`config.mk`:
```
export PLATFORM = sky130hd
export DESIGN_NAME = knn_ctrl_flat
export DESIGN_NICKNAME = d
export VERILOG_FILES = /design/src/rtl/knn_ctrl_if.sv /design/src/rtl/knn_ctrl.sv /design/src/flat_wrapper.sv
export SDC_FILE = /design/constraint.sdc
export NUM_CORES = 2
export LEC_CHECK = 0
export ABC_CLOCK_PERIOD_IN_PS = 6200
export CAP_MARGIN = 15
export CORE_MARGIN = 2
export CORE_UTILIZATION = 45
export CTS_CLUSTER_DIAMETER = 200
export DETAILED_ROUTE_END_ITERATION = 7
export HOLD_SLACK_MARGIN = 0.15
export RECOVER_POWER = 25
export SYNTH_ARGS = -nofsm -noshare
export SYNTH_HDL_FRONTEND = slang
export SYNTH_SLANG_ARGS = --single-unit
```
`constraint.sdc`:
```
create_clock -name clk -period 6.2 [get_ports clk]
set_clock_uncertainty 0.15 [all_clocks]
set_input_delay 1.55 -clock clk [delete_from_list [all_inputs] [get_ports clk]]
set_output_delay 1.55 -clock clk [all_outputs]
set_load 0.02 [all_outputs]
```
`src/rtl/knn_ctrl_if.sv`:
```
// Bus between knn_ctrl and the KNN distance/insertion core.
// The controller drives the training stream; the core returns its neighbour labels.
interface knn_ctrl_if #(
  parameter int unsigned DATA_W      = 32,
  parameter int unsigned LABEL       = 8,
  parameter int unsigned N_NEIGHBOUR = 10
);
  logic                         core_clr;
  logic                         core_valid;
  logic [DATA_W-1:0]            core_test;
  logic [DATA_W-1:0]            core_point;
  logic [LABEL-1:0]             core_label;
  logic [N_NEIGHBOUR*LABEL-1:0] core_info;

  modport master (
    output core_clr, core_valid, core_test, core_point, core_label,
    input  core_info
  );

  modport slave (
    input  core_clr, core_valid, core_test, core_point, core_label,
    output core_info
  );
endinterface

```
`src/rtl/knn_ctrl.sv`:
```
// KNN sequencer: streams stored training points into the core, then majority-votes the K labels.
// Optional KNN_CTRL_PERF_EN adds a 32-bit busy-cycle counter on perf_cycles.
module knn_ctrl #(
  parameter int unsigned DATA_W      = 32,
  parameter int unsigned LABEL       = 8,
  parameter int unsigned N_NEIGHBOUR = 10,
  parameter int unsigned DEPTH       = 64,
  parameter int unsigned CORE_LAT    = 3
) (
  input  logic                             clk,
  input  logic                             rst,
  input  logic                             ld_en,
  input  logic [$clog2(DEPTH)-1:0]         ld_addr,
  input  logic [DATA_W-1:0]                ld_point,
  input  logic [LABEL-1:0]                 ld_label,
  output logic                             ld_err,
  input  logic [$clog2(DEPTH):0]           n_points,
  input  logic [DATA_W-1:0]                test_point,
  input  logic                             start,
  output logic                             busy,
  output logic                             done,
  output logic [LABEL-1:0]                 class_out,
  output logic [$clog2(N_NEIGHBOUR):0]     class_votes,
`ifdef KNN_CTRL_PERF_EN
  output logic [31:0]                      perf_cycles,
`endif
  knn_ctrl_if.master                       core
);

  localparam int unsigned AW = $clog2(DEPTH);
  localparam int unsigned NW = AW + 1;
  localparam int unsigned VW = $clog2(N_NEIGHBOUR) + 1;
  localparam int unsigned KW = (N_NEIGHBOUR > 1) ? $clog2(N_NEIGHBOUR) : 1;
  localparam int unsigned LW = (CORE_LAT > 1) ? $clog2(CORE_LAT) : 1;

  localparam logic [2:0] S_IDLE   = 3'd0;
  localparam logic [2:0] S_CLEAR  = 3'd1;
  localparam logic [2:0] S_STREAM = 3'd2;
  localparam logic [2:0] S_DRAIN  = 3'd3;
  localparam logic [2:0] S_VOTE   = 3'd4;
  localparam logic [2:0] S_DONE   = 3'd5;

  logic [DATA_W-1:0] mem_point [DEPTH];
  logic [LABEL-1:0]  mem_label [DEPTH];

  logic [2:0]        state,    state_nx;
  logic [NW-1:0]     n_eff,    n_eff_nx;
  logic [NW-1:0]     idx,      idx_nx;
  logic [LW-1:0]     lat,      lat_nx;
  logic [KW-1:0]     j,        j_nx;
  logic [KW-1:0]     m,        m_nx;
  logic [VW-1:0]     cnt,      cnt_nx;
  logic [VW-1:0]     best_cnt, best_cnt_nx;
  logic [LABEL-1:0]  best_lbl, best_lbl_nx;
  logic [DATA_W-1:0] test_nx;
  logic              accept;
  logic [VW-1:0]     kv;
  logic [VW-1:0]     cnt_hit;
  logic [LABEL-1:0]  slot [N_NEIGHBOUR];

  // Unpack the neighbour list; slot 0 is the nearest.
  always_comb begin
    for (int s = 0; s < int'(N_NEIGHBOUR); s++) begin
      slot[s] = core.core_info[s*LABEL +: LABEL];
    end
  end

  // Training memory is only writable while idle.
  always_ff @(posedge clk) begin
    if (ld_en && !busy) begin
      mem_point[ld_addr] <= ld_point;
      mem_label[ld_addr] <= ld_label;
    end
  end

  // Number of slots taking part in the vote.
  always_comb begin
    if (32'(n_eff) > N_NEIGHBOUR) kv = VW'(N_NEIGHBOUR);
    else                          kv = VW'(n_eff);
  end

  // Next-state and datapath next values.
  always_comb begin
    state_nx    = state;
    n_eff_nx    = n_eff;
    idx_nx      = idx;
    lat_nx      = lat;
    j_nx        = j;
    m_nx        = m;
    cnt_nx      = cnt;
    best_cnt_nx = best_cnt;
    best_lbl_nx = best_lbl;
    test_nx     = core.core_test;
    accept      = 1'b0;
    cnt_hit     = cnt + VW'(slot[m] == slot[j]);

    case (state)
      S_IDLE: begin
        if (start) begin
          accept      = 1'b1;
          state_nx    = S_CLEAR;
          test_nx     = test_point;
          n_eff_nx    = (32'(n_points) > DEPTH) ? NW'(DEPTH) : n_points;
          idx_nx      = '0;
          lat_nx      = '0;
          j_nx        = '0;
          m_nx        = '0;
          cnt_nx      = '0;
          best_cnt_nx = '0;
          best_lbl_nx = '0;
        end
      end
      S_CLEAR: begin
        state_nx = (n_eff == '0) ? S_DONE : S_STREAM;
      end
      S_STREAM: begin
        if (idx == n_eff) state_nx = (CORE_LAT == 0) ? S_VOTE : S_DRAIN;
      end
      S_DRAIN: begin
        if (lat == LW'(CORE_LAT - 1)) state_nx = S_VOTE;
        else                          lat_nx   = lat + LW'(1);
      end
      S_VOTE: begin
        if (VW'(m) == kv - VW'(1)) begin
          // Strict compare keeps the earliest (nearest) candidate on ties.
          if (cnt_hit > best_cnt) begin
            best_cnt_nx = cnt_hit;
            best_lbl_nx = slot[j];
          end
          cnt_nx = '0;
          m_nx   = '0;
          if (VW'(j) == kv - VW'(1)) begin
            state_nx = S_DONE;
            j_nx     = '0;
          end else begin
            j_nx = j + KW'(1);
          end
        end else begin
          m_nx   = m + KW'(1);
          cnt_nx = cnt_hit;
        end
      end
      S_DONE:  state_nx = S_IDLE;
      default: state_nx = S_IDLE;
    endcase

    // Memory read address advances with every streamed entry.
    if (state_nx == S_STREAM) idx_nx = idx + NW'(1);
  end

  // State, datapath and registered outputs.
  always_ff @(posedge clk or posedge rst) begin
    if (rst) begin
      state            <= S_IDLE;
      n_eff            <= '0;
      idx              <= '0;
      lat              <= '0;
      j                <= '0;
      m                <= '0;
      cnt              <= '0;
      best_cnt         <= '0;
      best_lbl         <= '0;
      busy             <= 1'b0;
      done             <= 1'b0;
      ld_err           <= 1'b0;
      class_out        <= '0;
      class_votes      <= '0;
      core.core_clr    <= 1'b0;
      core.core_valid  <= 1'b0;
      core.core_test   <= '0;
      core.core_point  <= '0;
      core.core_label  <= '0;
    end else begin
      state            <= state_nx;
      n_eff            <= n_eff_nx;
      idx              <= idx_nx;
      lat              <= lat_nx;
      j                <= j_nx;
      m                <= m_nx;
      cnt              <= cnt_nx;
      best_cnt         <= best_cnt_nx;
      best_lbl         <= best_lbl_nx;
      busy             <= (state_nx != S_IDLE);
      done             <= (state_nx == S_DONE);
      ld_err           <= ld_en && busy;
      core.core_clr    <= (state_nx == S_CLEAR);
      core.core_valid  <= (state_nx == S_STREAM);
      core.core_test   <= test_nx;
      if (state_nx == S_STREAM) begin
        core.core_point <= mem_point[idx[AW-1:0]];
        core.core_label <= mem_label[idx[AW-1:0]];
      end
      if (accept) begin
        class_out   <= '0;
        class_votes <= '0;
      end else if (state_nx == S_DONE) begin
        class_out   <= best_lbl_nx;
        class_votes <= best_cnt_nx;
      end
    end
  end

`ifdef KNN_CTRL_PERF_EN
  // Run-time counter: restarts on each accepted start, freezes once idle.
  always_ff @(posedge clk or posedge rst) begin
    if (rst)         perf_cycles <= '0;
    else if (accept) perf_cycles <= '0;
    else if (busy)   perf_cycles <= perf_cycles + 32'd1;
  end
`endif

endmodule

```
`src/flat_wrapper.sv`:
```
// flat-port wrapper written by rule: the top's interface ports become plain ports
module knn_ctrl_flat 
#(
  parameter int unsigned DATA_W      = 32,
  parameter int unsigned LABEL       = 8,
  parameter int unsigned N_NEIGHBOUR = 10,
  parameter int unsigned DEPTH       = 64,
  parameter int unsigned CORE_LAT    = 3
)
  (clk, rst, ld_en, ld_addr, ld_point, ld_label, ld_err, n_points, test_point, start, busy, done, class_out, class_votes, core_core_clr, core_core_valid, core_core_test, core_core_point, core_core_label, core_core_info);
  knn_ctrl_if #(.DATA_W(DATA_W), .LABEL(LABEL), .N_NEIGHBOUR(N_NEIGHBOUR)) core_i ();
  input  logic clk;
  input  logic rst;
  input  logic ld_en;
  input  logic [$clog2(DEPTH)-1:0] ld_addr;
  input  logic [DATA_W-1:0] ld_point;
  input  logic [LABEL-1:0] ld_label;
  output logic ld_err;
  input  logic [$clog2(DEPTH):0] n_points;
  input  logic [DATA_W-1:0] test_point;
  input  logic start;
  output logic busy;
  output logic done;
  output logic [LABEL-1:0] class_out;
  output logic [$clog2(N_NEIGHBOUR):0] class_votes;
  output wire logic [$bits(core_i.core_clr)-1:0] core_core_clr;
  output wire logic [$bits(core_i.core_valid)-1:0] core_core_valid;
  output wire logic [$bits(core_i.core_test)-1:0] core_core_test;
  output wire logic [$bits(core_i.core_point)-1:0] core_core_point;
  output wire logic [$bits(core_i.core_label)-1:0] core_core_label;
  input wire logic [$bits(core_i.core_info)-1:0] core_core_info;
  assign core_core_clr = core_i.core_clr;
  assign core_core_valid = core_i.core_valid;
  assign core_core_test = core_i.core_test;
  assign core_core_point = core_i.core_point;
  assign core_core_label = core_i.core_label;
  assign core_i.core_info = core_core_info;
  knn_ctrl #(.DATA_W(DATA_W), .LABEL(LABEL), .N_NEIGHBOUR(N_NEIGHBOUR), .DEPTH(DEPTH), .CORE_LAT(CORE_LAT)) u_core (.clk(clk), .rst(rst), .ld_en(ld_en), .ld_addr(ld_addr), .ld_point(ld_point), .ld_label(ld_label), .ld_err(ld_err), .n_points(n_points), .test_point(test_point), .start(start), .busy(busy), .done(done), .class_out(class_out), .class_votes(class_votes), .core(core_i));
endmodule
```
==> metrics <==
drt pass-1 iters=5; Slew HR=-158%; max-cap check violation count=27; total number of vias=52,537; sequential share of power=42.1%; largest net degree at the start of global routing=105; Routed Antenna Nets=0; Adder-Cell Fraction of Synth Area=0.144%; Clock Latency Late Sink=0.91 ns; Period minus WS final=5.15 ns; Tcrit/Tclk final=83.1%; r2r setup slk=1.13 ns; Post-Syn Nets=5,037; placed insts=8,036; DRC=0; Pleak=37.8 nW; Sw Pwr=14.2 mW; crit start category=input port; GPL Wtd Cong=0.784; most used cell, CP=ha_1; worst min-delay path class=reg -> reg; postcts setup bufs=0; Routed Wire Length=272,000 um; Fmax=0.194 GHz; vias in the first global route=52,876; Synth Register Bits=2,695; mux share of post-synthesis cell area=14.9%; fin cells=8,556; Power Density=412 mW/mm2; Reg clk slew, reported paths=0.05 ns; # nets final=5,503; share of the synthesized area in the top cell type=74.0%; dpl hpwl=146,000 um; DR WL/cell=31.8 um; Max IR drop VDD=338 uV; Num CTS Buffers=294; DIE HEIGHT=485 um; worst hold path depth=2; top_reg_cell synth=edfxtp_1; Post-Synth XOR/XNOR Area=0.219%; CP max-delay cell=mux4_2; Synth Area in Compound Gates=4.29%; number of synthesized flops with an enable pin=2,560; Synth Area in Simple Gates=1.92%; total gr overflow=0; Sw Ratio=28.7%; largest family of logic cells by synthesized area=multiplexers; Worst Reg-to-Reg Cells=20; R2R Path Start=u_core.j[0]; Die W=485 um; Worst Hold Path EP=u_core.core.core_test[20]; worst-path maximum fanout=8; Worst EP arrival=5.80 ns; DIE AREA=0.235 mm2; Final Core Density=52.4%; P_int=35.4 mW; slowest stage delay, CP=0.48 ns; I/O Buffers=258; Slew Limit Fails=1,447; CTS hold repair buffers=0; Mapped Cells=4,856; WS Path Type=in -> reg; Post-synth ARST share=5.01%; Syn Std Cell Area=0.104 mm2; Clock Root Buffer=clkbuf_16; yosys warns=0; failing checks=max-capacitance violations, max-slew violations; combinational fraction of design power=25.2%; Worst Max-Slew Pin Slew=3.86 ns; post-DR vias/cell=6.14; Cell Rows=176; antenna violations before repair=29; Fillers=17,785; top post-synthesis cells by area=edfxtp_1 74%, mux4_2 15%, dfrtp_1 3.3%, a22oi_1 2.4%, nand2_1 0.90%; synth unique cells=66; clk sink count=2,695; setup violators final=0; clock share of power=32.7%; DRT iter0 DRCs=5,720; PostCTS Resize Cnt=0; RR Endpoint=u_core.class_out[7]; largest area contributor in the netlist=edfxtp_1; endpoint class of the critical path=register; register area share after synthesis=77.2%; Bufs on Longest Clock Path=4; all-layer global routing usage=23.0%; Area Overhead vs Synth=15.9%; CTS tree=built; Initial Util=45.2%; HP Start=u_core.core.core_test[20]; RSZ-0062 raised after global routing=no; first-pass GRT wire length=389,000 um; H-tree depth=5; Fin. Hold Viols=0; Core ar.=0.230 mm2; share of cells above drive strength 1=25.0%; setup TNS=0 ns; Syn Area/Cell=21.4 um2; CP required=6.84 ns; run status=finished with violations; io pins=259; CP Cell Sequence=clkdlybuf4s50_1, mux4_2, a22oi_1, o21ai_0, xnor2_1, nand4_1, nor2_1, buf_4, ha_1, ha_1, xnor2_1, inv_1, ha_1, and4_1, a21oi_1, o31a_1, and4b_1, buf_4, o21ai_0, mux2_2
[cell usage in the layout (no fill, tap or decap), drive strengths merged, types with 40 or more instances in the layout]
master / count
clkinv: 102
clkdlybuf4s50: 216
nand2: 248
mux4: 672
nor2: 114
o21ai: 53
edfxtp: 2560
a311oi: 41
a21oi: 131
dfrtp: 135
buf: 218
clkbuf: 411
a22oi: 334
a2111oi: 40
[layer usage]
metal  GRT usage, %  part of all wire, %  vias up
met2           38.1                   50     2187
met4           6.22                  2.8        8
met5              0                0.021        -
met3           3.89                  7.2      436
li1               -                    -    21483
met1           31.8                   40    28423
[worst max path at each step]
stage	cells past startpoint	slack (ns)	endpoint	startpoint
final	20	1.05	u_core.class_out[7]	core_core_info[26]
after global placement	20	0.19	u_core.class_out[7]	core_core_info[10]
after CTS	20	1.09	u_core.class_out[7]	core_core_info[26]
after detailed placement	20	0.14	u_core.class_out[7]	core_core_info[26]
after floorplan	19	0.86	u_core.class_votes[4]	core_core_info[28]
after global routing	20	0.76	u_core.best_lbl[3]	u_core.j[0]
[cell families after synthesis]
kind of cell | Yosys count
DFF | 2695
xor gates and xnor gates | 26
buffers and inverters | 325
and+or+nand+nor | 456
AOI/OAI and AO/OA | 638
adders and majority gates | 12
muxes | 704
[synth_stat cells, types with 3 or more instances]
cell type,n
a31oi_1,5
buf_2,79
ha_1,12
nor2_1,113
o31ai_1,3
o22ai_1,5
nand4_1,11
nand3_1,30
xor2_1,13
a22oi_1,334
nor3b_1,3
inv_1,14
and2_1,3
nand2_1,248
edfxtp_1,2560
nand3b_1,10
o32ai_1,5
o21bai_1,3
mux4_2,672
a22o_1,3
nand2b_1,6
mux2_2,30
nor2b_1,9
buf_1,32
xnor2_1,13
o21ai_0,34
o21ai_1,19
a21oi_1,130
dfrtp_1,135
clkbuf_1,194
a2111oi_0,40
a311oi_1,41
[flip-flops by register name (all words and copies together), names as in the netlist, 5 cells and up]
register,cells
u_core.best_cnt,5
u_core.best_lbl,8
u_core.class_out,8
u_core.class_votes,5
u_core.cnt,5
u_core.core.core_label,8
u_core.core.core_point,32
u_core.core.core_test,32
u_core.idx,7
u_core.mem_label,512
u_core.mem_point,2048
u_core.n_eff,7
[final cells by class]
type	count	area, um2	area share, %
Sequential cell	2695	80300	66.6
Multi-Input combinational cell	1836	22800	19.0
Clock buffer	369	7730	6.42
Timing Repair Buffer	478	4740	3.94
Tap cell	3026	3790	3.14
Clock inverter	125	1020	0.851
Inverter	17	67.6	0.0561
Antenna cell	10	25.0	0.0208
[worst max-delay path, delay by kind of cell]
family | cells | cell delay [ns]
buffers and inverters | 4 | 0.81
multiplexers | 2 | 0.74
XOR/XNOR | 2 | 0.45
adder cells (fa/ha/maj) | 3 | 0.67
AND/OR/NAND/NOR | 4 | 0.68
AO/OA/AOI/OAI | 5 | 0.87
[power groups by stage]
stage                     Combinational (mW)  Clock [mW]  Sequential [mW]
after floorplan                         8.15           0             21.1
after global placement                  12.5           0             21.3
after detailed placement                12.6           0             21.3
after CTS                               12.6        16.5             20.9
after global routing                    13.4        17.2             20.9
final                                   12.5        16.2             20.9
[stage by stage]
step                area [um2]  total power [mW]  hold WS [ns]  worst slack, ns
global route            120000              51.5         0.338            0.755
CTS                     120000              50.0         0.325             1.09
floorplan               104000              29.3         0.306            0.857
finish                  120000              49.6         0.319             1.05
global placement        112000              33.7         0.308            0.191
detailed placement      112000              33.8         0.311            0.138
Power figures use the tool's default switching activity.
